`config.mk`:
```
export PLATFORM = sky130hd
export DESIGN_NAME = biquad8_zero_coeff_loader
export DESIGN_NICKNAME = d
export VERILOG_FILES = /design/src/rtl/biquad8_zero_coeff_loader.sv
export SDC_FILE = /design/constraint.sdc
export NUM_CORES = 1
export LEC_CHECK = 0
export CORE_MARGIN = 10
export CORE_UTILIZATION = 38
export DETAILED_ROUTE_END_ITERATION = 10
export GPL_TIMING_DRIVEN = 0
export SYNTH_ARGS = -nofsm -noshare
export SYNTH_HDL_FRONTEND = slang
export SYNTH_SLANG_ARGS = --single-unit
```
`constraint.sdc`:
```
create_clock -name clk -period 3.9 [get_ports clk]
set_input_delay 0.78 -clock clk [delete_from_list [all_inputs] [get_ports clk]]
set_output_delay 0.78 -clock clk [all_outputs]
set_load 0.005 [all_outputs]
```
`src/rtl/biquad8_zero_coeff_loader.sv`:
```
// biquad8_zero_coeff_loader: replays shadowed b/a coefficients to the zero-FIR port as b, a, update
module biquad8_zero_coeff_loader #(
  parameter int unsigned WR_GAP      = 0,
  parameter              INIT_LOAD   = "TRUE",
  parameter logic [17:0] B_INIT      = 18'h08000,
  parameter logic [17:0] A_INIT      = 18'h04000,
  parameter logic        BYPASS_INIT = 1'b1
) (
  input  logic        clk,
  input  logic        rst,
  input  logic        wr_i,
  input  logic [1:0]  addr_i,
  input  logic [17:0] dat_i,
  output logic        busy_o,
  output logic        done_o,
  output logic [17:0] coeff_dat_o,
  output logic        coeff_wr_o,
  output logic        coeff_update_o,
  output logic        bypass_o
);
  localparam logic       L_INIT = (INIT_LOAD == "TRUE");
  localparam logic [3:0] L_GAP  = 4'(WR_GAP);
  typedef enum logic [2:0] {IDLE, WR_B, WAIT_B, WR_A, WAIT_A, UPD} state_t;
  state_t      r_state;
  logic [17:0] r_b, r_a, r_a_snap;
  logic        r_byp, r_byp_snap, r_pend;
  logic [3:0]  r_cnt;
  logic        w_commit, w_start;
  assign w_commit = wr_i && addr_i == 2'd2;
  assign w_start  = r_pend && (r_state == IDLE || r_state == UPD);
  // host-facing shadow registers, writable at any time
  always_ff @(posedge clk or posedge rst) begin
    if (rst) begin
      r_b   <= B_INIT;
      r_a   <= A_INIT;
      r_byp <= BYPASS_INIT;
    end else if (wr_i) begin
      if (addr_i == 2'd0) r_b <= dat_i;
      if (addr_i == 2'd1) r_a <= dat_i;
      if (addr_i == 2'd2) r_byp <= dat_i[0];
    end
  end
  // load sequencer; outputs are registered alongside each state transition
  always_ff @(posedge clk or posedge rst) begin
    if (rst) begin
      r_state        <= IDLE;
      r_pend         <= L_INIT;
      r_cnt          <= '0;
      r_a_snap       <= A_INIT;
      r_byp_snap     <= BYPASS_INIT;
      coeff_dat_o    <= '0;
      coeff_wr_o     <= 1'b0;
      coeff_update_o <= 1'b0;
      done_o         <= 1'b0;
      busy_o         <= 1'b0;
      bypass_o       <= BYPASS_INIT;
    end else begin
      coeff_wr_o     <= 1'b0;
      coeff_update_o <= 1'b0;
      done_o         <= 1'b0;
      busy_o         <= r_state != IDLE || r_pend;
      if (w_commit) r_pend <= 1'b1;
      case (r_state)
        IDLE: ;
        WR_B, WAIT_B: begin
          if (r_state == WR_B && WR_GAP != 0) begin
            r_state <= WAIT_B;
            r_cnt   <= L_GAP - 4'd1;
          end else if (r_state == WR_B || r_cnt == 4'd0) begin
            r_state     <= WR_A;
            coeff_wr_o  <= 1'b1;
            coeff_dat_o <= r_a_snap;
          end else r_cnt <= r_cnt - 4'd1;
        end
        WR_A, WAIT_A: begin
          if (r_state == WR_A && WR_GAP != 0) begin
            r_state <= WAIT_A;
            r_cnt   <= L_GAP - 4'd1;
          end else if (r_state == WR_A || r_cnt == 4'd0) begin
            r_state        <= UPD;
            coeff_update_o <= 1'b1;
            bypass_o       <= r_byp_snap;
          end else r_cnt <= r_cnt - 4'd1;
        end
        UPD: begin
          done_o  <= 1'b1;
          r_state <= IDLE;
        end
        default: r_state <= IDLE;
      endcase
      if (w_start) begin
        r_state     <= WR_B;
        coeff_wr_o  <= 1'b1;
        coeff_dat_o <= r_b;
        r_a_snap    <= r_a;
        r_byp_snap  <= r_byp;
        r_pend      <= w_commit;
      end
    end
  end
endmodule

```
==> results of run 1 <==
[sequential cells by signal (all words and copies together), names as in the netlist]
signal and cells:
coeff_dat_o 18, r_a 18, r_a_snap 18, r_b 18, r_cnt 4, r_state 3, busy_o 1, bypass_o 1
coeff_update_o 1, coeff_wr_o 1, done_o 1, r_byp 1, r_byp_snap 1, r_pend 1
[area by class of cell]
| cell class | count | area [um^2] | area share |
|---|---|---|---|
| Inverter | 5 | 21.3 | 0.00441 |
| Sequential cell | 87 | 2190 | 0.453 |
| Buffer | 21 | 104 | 0.0215 |
| Clock inverter | 3 | 65.1 | 0.0135 |
| Clock buffer | 13 | 159 | 0.0329 |
| Tap cell | 136 | 170 | 0.0353 |
| Timing Repair Buffer | 46 | 478 | 0.0990 |
| Multi-Input combinational cell | 224 | 1640 | 0.340 |
[how the worst max path moves through the flow]
| stage | start | to | slack [ns] | cells past startpoint |
|---|---|---|---|---|
| 2_1_floorplan | rst | busy_o | 0.88 | 1 |
| 3_3_place_gp | rst | r_a[12] | -0.57 | 2 |
| 3_5_place_dp | addr_i[1] | r_a[16] | 1.14 | 4 |
| 4_1_cts | addr_i[1] | r_a[1] | 1.53 | 4 |
| 5_1_grt | addr_i[1] | r_a[1] | 1.46 | 4 |
| 6_report | addr_i[1] | r_a[16] | 1.58 | 4 |
[power by group through the flow]
stage | registers (W) | clock network [W] | logic (W)
2_1_floorplan | 0.00142 | 0 | 0.000947
3_3_place_gp | 0.00147 | 0 | 0.00140
3_5_place_dp | 0.00149 | 0 | 0.00143
4_1_cts | 0.00147 | 0.000730 | 0.00144
5_1_grt | 0.00151 | 0.000762 | 0.00158
6_report | 0.00147 | 0.000708 | 0.00141
[kinds of logic after synthesis]
kind of cell,synth area share
multiplexers,0.162
flip-flops,0.553
AO/OA/AOI/OAI,0.138
adder cells (fa/ha/maj),0.00317
XOR/XNOR,0.0111
AND/OR/NAND/NOR,0.101
buffers and inverters,0.0310
[per-layer routing]
| layer | global-route usage | part of all wire | routed length [um] | vias to the layer above |
|---|---|---|---|---|
| li1 | - | - | - | 1311 |
| met1 | 0.158 | 0.44 | 3970 | 1392 |
| met2 | 0.209 | 0.49 | 4430 | 62 |
| met3 | 0.0333 | 0.050 | 455 | 15 |
| met4 | 0.0723 | 0.024 | 222 | 0 |
| met5 | 0 | 0 | 0 | - |
[per-stage QoR]
step	area, um^2	setup TNS [ns]	utilization	hold WS, ns	total power (W)
6_report	4830	0	0.472	0.503	0.00359
3_5_place_dp	4600	0	0.450	0.491	0.00292
5_1_grt	4830	0	0.472	0.513	0.00385
3_3_place_gp	4570	-45.01	0.447	0.483	0.00287
4_1_cts	4830	0	0.472	0.500	0.00363
2_1_floorplan	3950	0	-	0.468	0.00237
[critical path, delay by kind of cell]
kind	cells	cell delay (ns)
and+or+nand+nor	1	0.49
muxes	1	0.38
buffers and inverters	2	0.91
[placed cells by master (no fill, tap or decap), types with 7 or more instances in the layout]
| cell | n |
|---|---|
| dfrtp_1 | 80 |
| mux2_2 | 57 |
| clkdlybuf4s50_1 | 45 |
| nand2_1 | 24 |
| a21oi_1 | 24 |
| nor2_1 | 22 |
| nor2b_1 | 19 |
| a21o_1 | 17 |
| a31oi_1 | 17 |
| a22oi_1 | 16 |
| buf_2 | 11 |
| clkbuf_8 | 11 |
| clkbuf_1 | 9 |
| dfstp_2 | 7 |
==> metrics.txt, run 1 <==
outcome completed; Tmin final 2.32 ns; IO buf count 45; Leak 1.99 nW; Cell Area, Synth 3950 um^2; Clk network pwr share 0.197; Synth Instances 337; IO Pins 46; fmax 0.431 GHz; Setup violations, final 0; Layout fillers 931; Worst Skew 0.00766 ns; clk_lat worst skew 0.36 ns; r2r setup slk 1.79 ns; initial antenna violation count 0; Reg2Reg Launch Point r_cnt[0]; Num CTS Buffers 9; share of cells above drive strength 1 0.248; Yosys top cell area share 0.507; Inst Count DP 519; clock sinks 87; Vias 2780; reg2reg path depth 7; core footprint 10200 um^2; synth warn 0; grt total ovfl 0; vias in the first global route 2936; largest net degree at the start of global routing 56; critical path type in2reg; Longest Clk Path Bufs 2; Hold EP r_a_snap[1]; dpl ws 1.14 ns; Post-synth ARST share 1.00; combinational share of power 0.394; top cells by area, synth dfrtp_1 51%, mux2_2 16%, dfstp_2 4.7%; Rel. slew slack 0.577; ANT cells 0; switching power 0.00120 W; CP Cell Sequence clkdlybuf4s50_1 -> nand3b_1 -> buf_2 -> mux2_2; Hold Buf Count CTS 0; final WL 9080 um; P per Cell Area 743 nW/um^2; crit path DAT 2.57 ns; RD Place Congestion 0.772; Top FF cell, synth dfrtp_1; Worst R2R End coeff_dat_o[2]; largest stage delay on the critical path 0.49 ns; Netlist cell types 34; P&R area growth vs syn 22.1%; P_int 0.00239 W; Post-CTS Resized 0; Die ar. 14900 um^2; DRC 0; nets 418; chip height 122 um; final period utilization 0.594; CTS tree done; Yosys reg bits 87; DR iter-0 viols 136; sequential share of the synthesized area 0.553; Crit. End Element register; DR WL/cell 17.0 um; fin cells 535; Worst Slack Setup Final 1.58 ns; CTS root buffer clkbuf_8; worst path required time 4.15 ns; top post-synthesis cells by count 80 x dfrtp_1, 57 x mux2_2, 24 x a21oi_1, 24 x nand2_1, 22 x nor2_1; top-count cell post-synth dfrtp_1; fraction of power consumed by sequential logic 0.409; hold path cells 1; first-pass GRT wire length 15300 um; crit-path max FO 10; GRT Util Overall 0.131; Hold Path Origin r_a[1]; fin. max-slew vios 0; type of origin of the critical path primary input; Switching Share 0.333; first-pass iteration count of the detailed router 4; CP max-delay cell clkdlybuf4s50_1; num rows 37; Die W 122 um; Final HPWL DP 6200 um; count of antenna-violating nets left after detailed routing 0; initial core utilization 0.386; Hold Path Class reg2reg; Synthesized Nets 361; vias per std cell 5.20; Post-synth EDFFs 0; worst-margin pin slew 0.633 ns; area leader, netlist dfrtp_1; post-CTS setup buffers 0; Hold Fails Final Rpt 0; worst vdd ir 195 uV; H-tree depth 3; max cap viols 0; clock transition at the registers of the reported paths 0.09 ns; mean area per synthesized cell 11.7 um^2; RSZ-0062 raised after global routing false
Power figures use the tool's default switching activity.
==> run 2: changes to the inputs <==
==> constraint.sdc (replaced) <==
create_clock -name clk -period 2 [get_ports clk]
set_input_delay 0.4 -clock clk [delete_from_list [all_inputs] [get_ports clk]]
set_output_delay 0.4 -clock clk [all_outputs]
set_load 0.005 [all_outputs]
==> run 2 against run 1 <==
Net effect: sequential cell count is the same; die area is the same; core utilization is essentially flat; clock power grew 62%; global-route usage shrank 0.16 points; largest cell class unchanged; non-clock buffer count grew 4; sequential share of layout area is essentially flat; register-to-register slack lost 1.7 ns; critical path type is now reg2reg.
==> metrics.txt, run 2 (synthesis gave the netlist of run 1 again) <==
Leak 2.00 nW (+0.55%); Setup violations, final 0 (unchanged); post-layout util 0.472 (about the same); clk_lat worst skew 0.36 ns (about the same); Longest Clk Path Bufs 2 (unchanged); max cap viols 0 (unchanged); combinational share of power 0.413 (+0.019); P&R area growth vs syn 22.2% (about the same); chip height 122 um (unchanged); Switching Share 0.356 (+0.0222); first-pass GRT wire length 15300 um (-0.18%); worst-margin pin slew 0.617 ns (-0.0160 ns); initial antenna violation count 0 (unchanged); clock sinks 87 (unchanged); fin. max-slew vios 0 (unchanged); count of antenna-violating nets left after detailed routing 0 (unchanged); dpl ws -0.303 ns (-1.45 ns); type of origin of the critical path register; final period utilization 0.958; register area 2190 um^2 (unchanged); Final HPWL DP 6290 um (+1.5%); final WL 9150 um (+0.80%); Die W 122 um (unchanged); switching power 0.00243 W (+100%); global route hottest layer met2; fraction of power consumed by sequential logic 0.419 (+0.010); commonest cells after routing, fill and taps aside 80 x dfrtp_1, 57 x mux2_2, 45 x clkdlybuf4s50_1, 24 x nand2_1, 24 x a21oi_1; H-tree depth 3 (unchanged); crit-path max FO 10 (unchanged); P_int 0.00440 W (+84%); Layout fillers 962 (+3.3%); grt total ovfl 0 (unchanged); num rows 37 (unchanged); commonest non-fill, non-tap cell in the layout dfrtp_1; clock transition at the registers of the reported paths 0.10 ns (about the same); met3 Use GR 0.0264 (-0.00694); DR iter-0 viols 128 (-5.9%); CTS tree done; DR WL/cell 17.0 um (about the same); Clk network pwr share 0.168 (-0.029); worst path required time 2.23 ns (-1.92 ns); worst vdd ir 495 uV (+150%); fmax 0.522 GHz; outcome completed; multi-input logic area 1640 um^2 (unchanged); critical path type reg2reg; Rel. slew slack 0.587 (+0.0107); M1 GR Usage 0.164 (+0.00551); IO buf count 45 (unchanged); IO Pins 46 (unchanged); vias per std cell 5.23 (+0.72%); nets 422 (+0.96%); core footprint 10200 um^2 (unchanged); initial core utilization 0.386 (unchanged); Hold Fails Final Rpt 0 (unchanged); RD Place Congestion 0.736 (-4.7%); Die ar. 14900 um^2 (unchanged); Worst Slack Setup Final 0.0841 ns (-1.50 ns); GR met2 Demand/Resource 0.213 (+0.00437); Crit. End Element register; Vias 2821 (+1.5%); Hold Buf Count CTS 0 (unchanged); CTS root buffer clkbuf_8; ANT cells 0 (unchanged); Tmin final 1.92 ns; RSZ-0062 raised after global routing false; reg2reg path depth 7 (unchanged); crit path DAT 2.15 ns (-0.42 ns); Worst Skew 0.0106 ns (+0.00291 ns); largest net degree at the start of global routing 42 (-25%); first-pass iteration count of the detailed router 4 (unchanged); share of cells above drive strength 1 0.268 (+0.0199); DRC 0 (unchanged); vias in the first global route 2921 (-0.51%); Hold Path Class in2async; P per Cell Area 1410 nW/um^2 (+90%); GRT Util Overall 0.129 (-0.00161); Num CTS Buffers 9 (unchanged)
## run 2: cell count changes in the layout (fill, tap and decap cells not counted), sizes merged
cell,delta
clkinvlp,+1
buf,+5
clkbuf,-5
inv,+2
clkinv,+3
bufinv,-2
## run 2: metal layers
layer,wire [um],vias to the layer above
met4,128,0
met3,363,10
met5,0,-
li1,-,1320
met1,4040,1447
met2,4620,44
## run 2: what timing repair did
item | CTS | global route
endpoints found under the hold margin | 0 | 0
endpoints found under the setup margin | 19 | 13
resized for setup | 0 | 5
setup buffers | 3 | 1
cloned | 0 | 0
pin swaps | 1 | 0
## run 2: final cells by class
type	instances	share of cell area
sequential	87	0.453
multi-input combinational	224	0.340
timing repair buffer	51	0.109
tap	136	0.0352
clock buffer	9	0.0257
buffer	20	0.0212
clock inverter	7	0.0117
inverter	5	0.00466
## run 2: worst paths after layout
check | startpoint | endpoint | slack [ns]
min | rst | coeff_dat_o[16] | 0.38
min in group clk | r_cnt[3] | r_cnt[3] | 0.50
max | r_cnt[0] | coeff_dat_o[8] | 0.08
min reg2reg | r_cnt[3] | r_cnt[3] | 0.50
max reg2reg | r_cnt[0] | coeff_dat_o[8] | 0.08
max in group asynchronous | rst | r_byp_snap | 1.03
## run 2: power groups by stage
| stage | Clock [W] | Combinational [W] | Sequential, W |
|---|---|---|---|
| final | 0.00115 | 0.00282 | 0.00286 |
| after global routing | 0.00124 | 0.00314 | 0.00294 |
| after CTS | 0.00118 | 0.00285 | 0.00285 |
| after detailed placement | 0 | 0.00281 | 0.00288 |
| after global placement | 0 | 0.00273 | 0.00287 |
| after floorplan | 0 | 0.00185 | 0.00278 |
## run 2: critical path: stages (launching register included)
cell     delay, ns
dfrtp_1       0.39
inv_1         0.09
ha_1          0.18
or3b_4        0.43
and2_2        0.30
buf_2         0.22
nand2_1       0.09
a31oi_1       0.08
## run 2: per-stage QoR
stage | hold WS, ns | cells | setup TNS, ns | power (W) | instance area (um^2)
floorplan | 0.468 | 337 | 0 | 0.00463 | 3960
global placement | 0.481 | 518 | -38.22 | 0.00560 | 4580
detailed placement | 0.489 | 520 | -6.70 | 0.00570 | 4620
CTS | 0.383 | 538 | 0 | 0.00688 | 4810
global route | 0.423 | 539 | 0 | 0.00733 | 4830
finish | 0.375 | 539 | 0 | 0.00682 | 4830
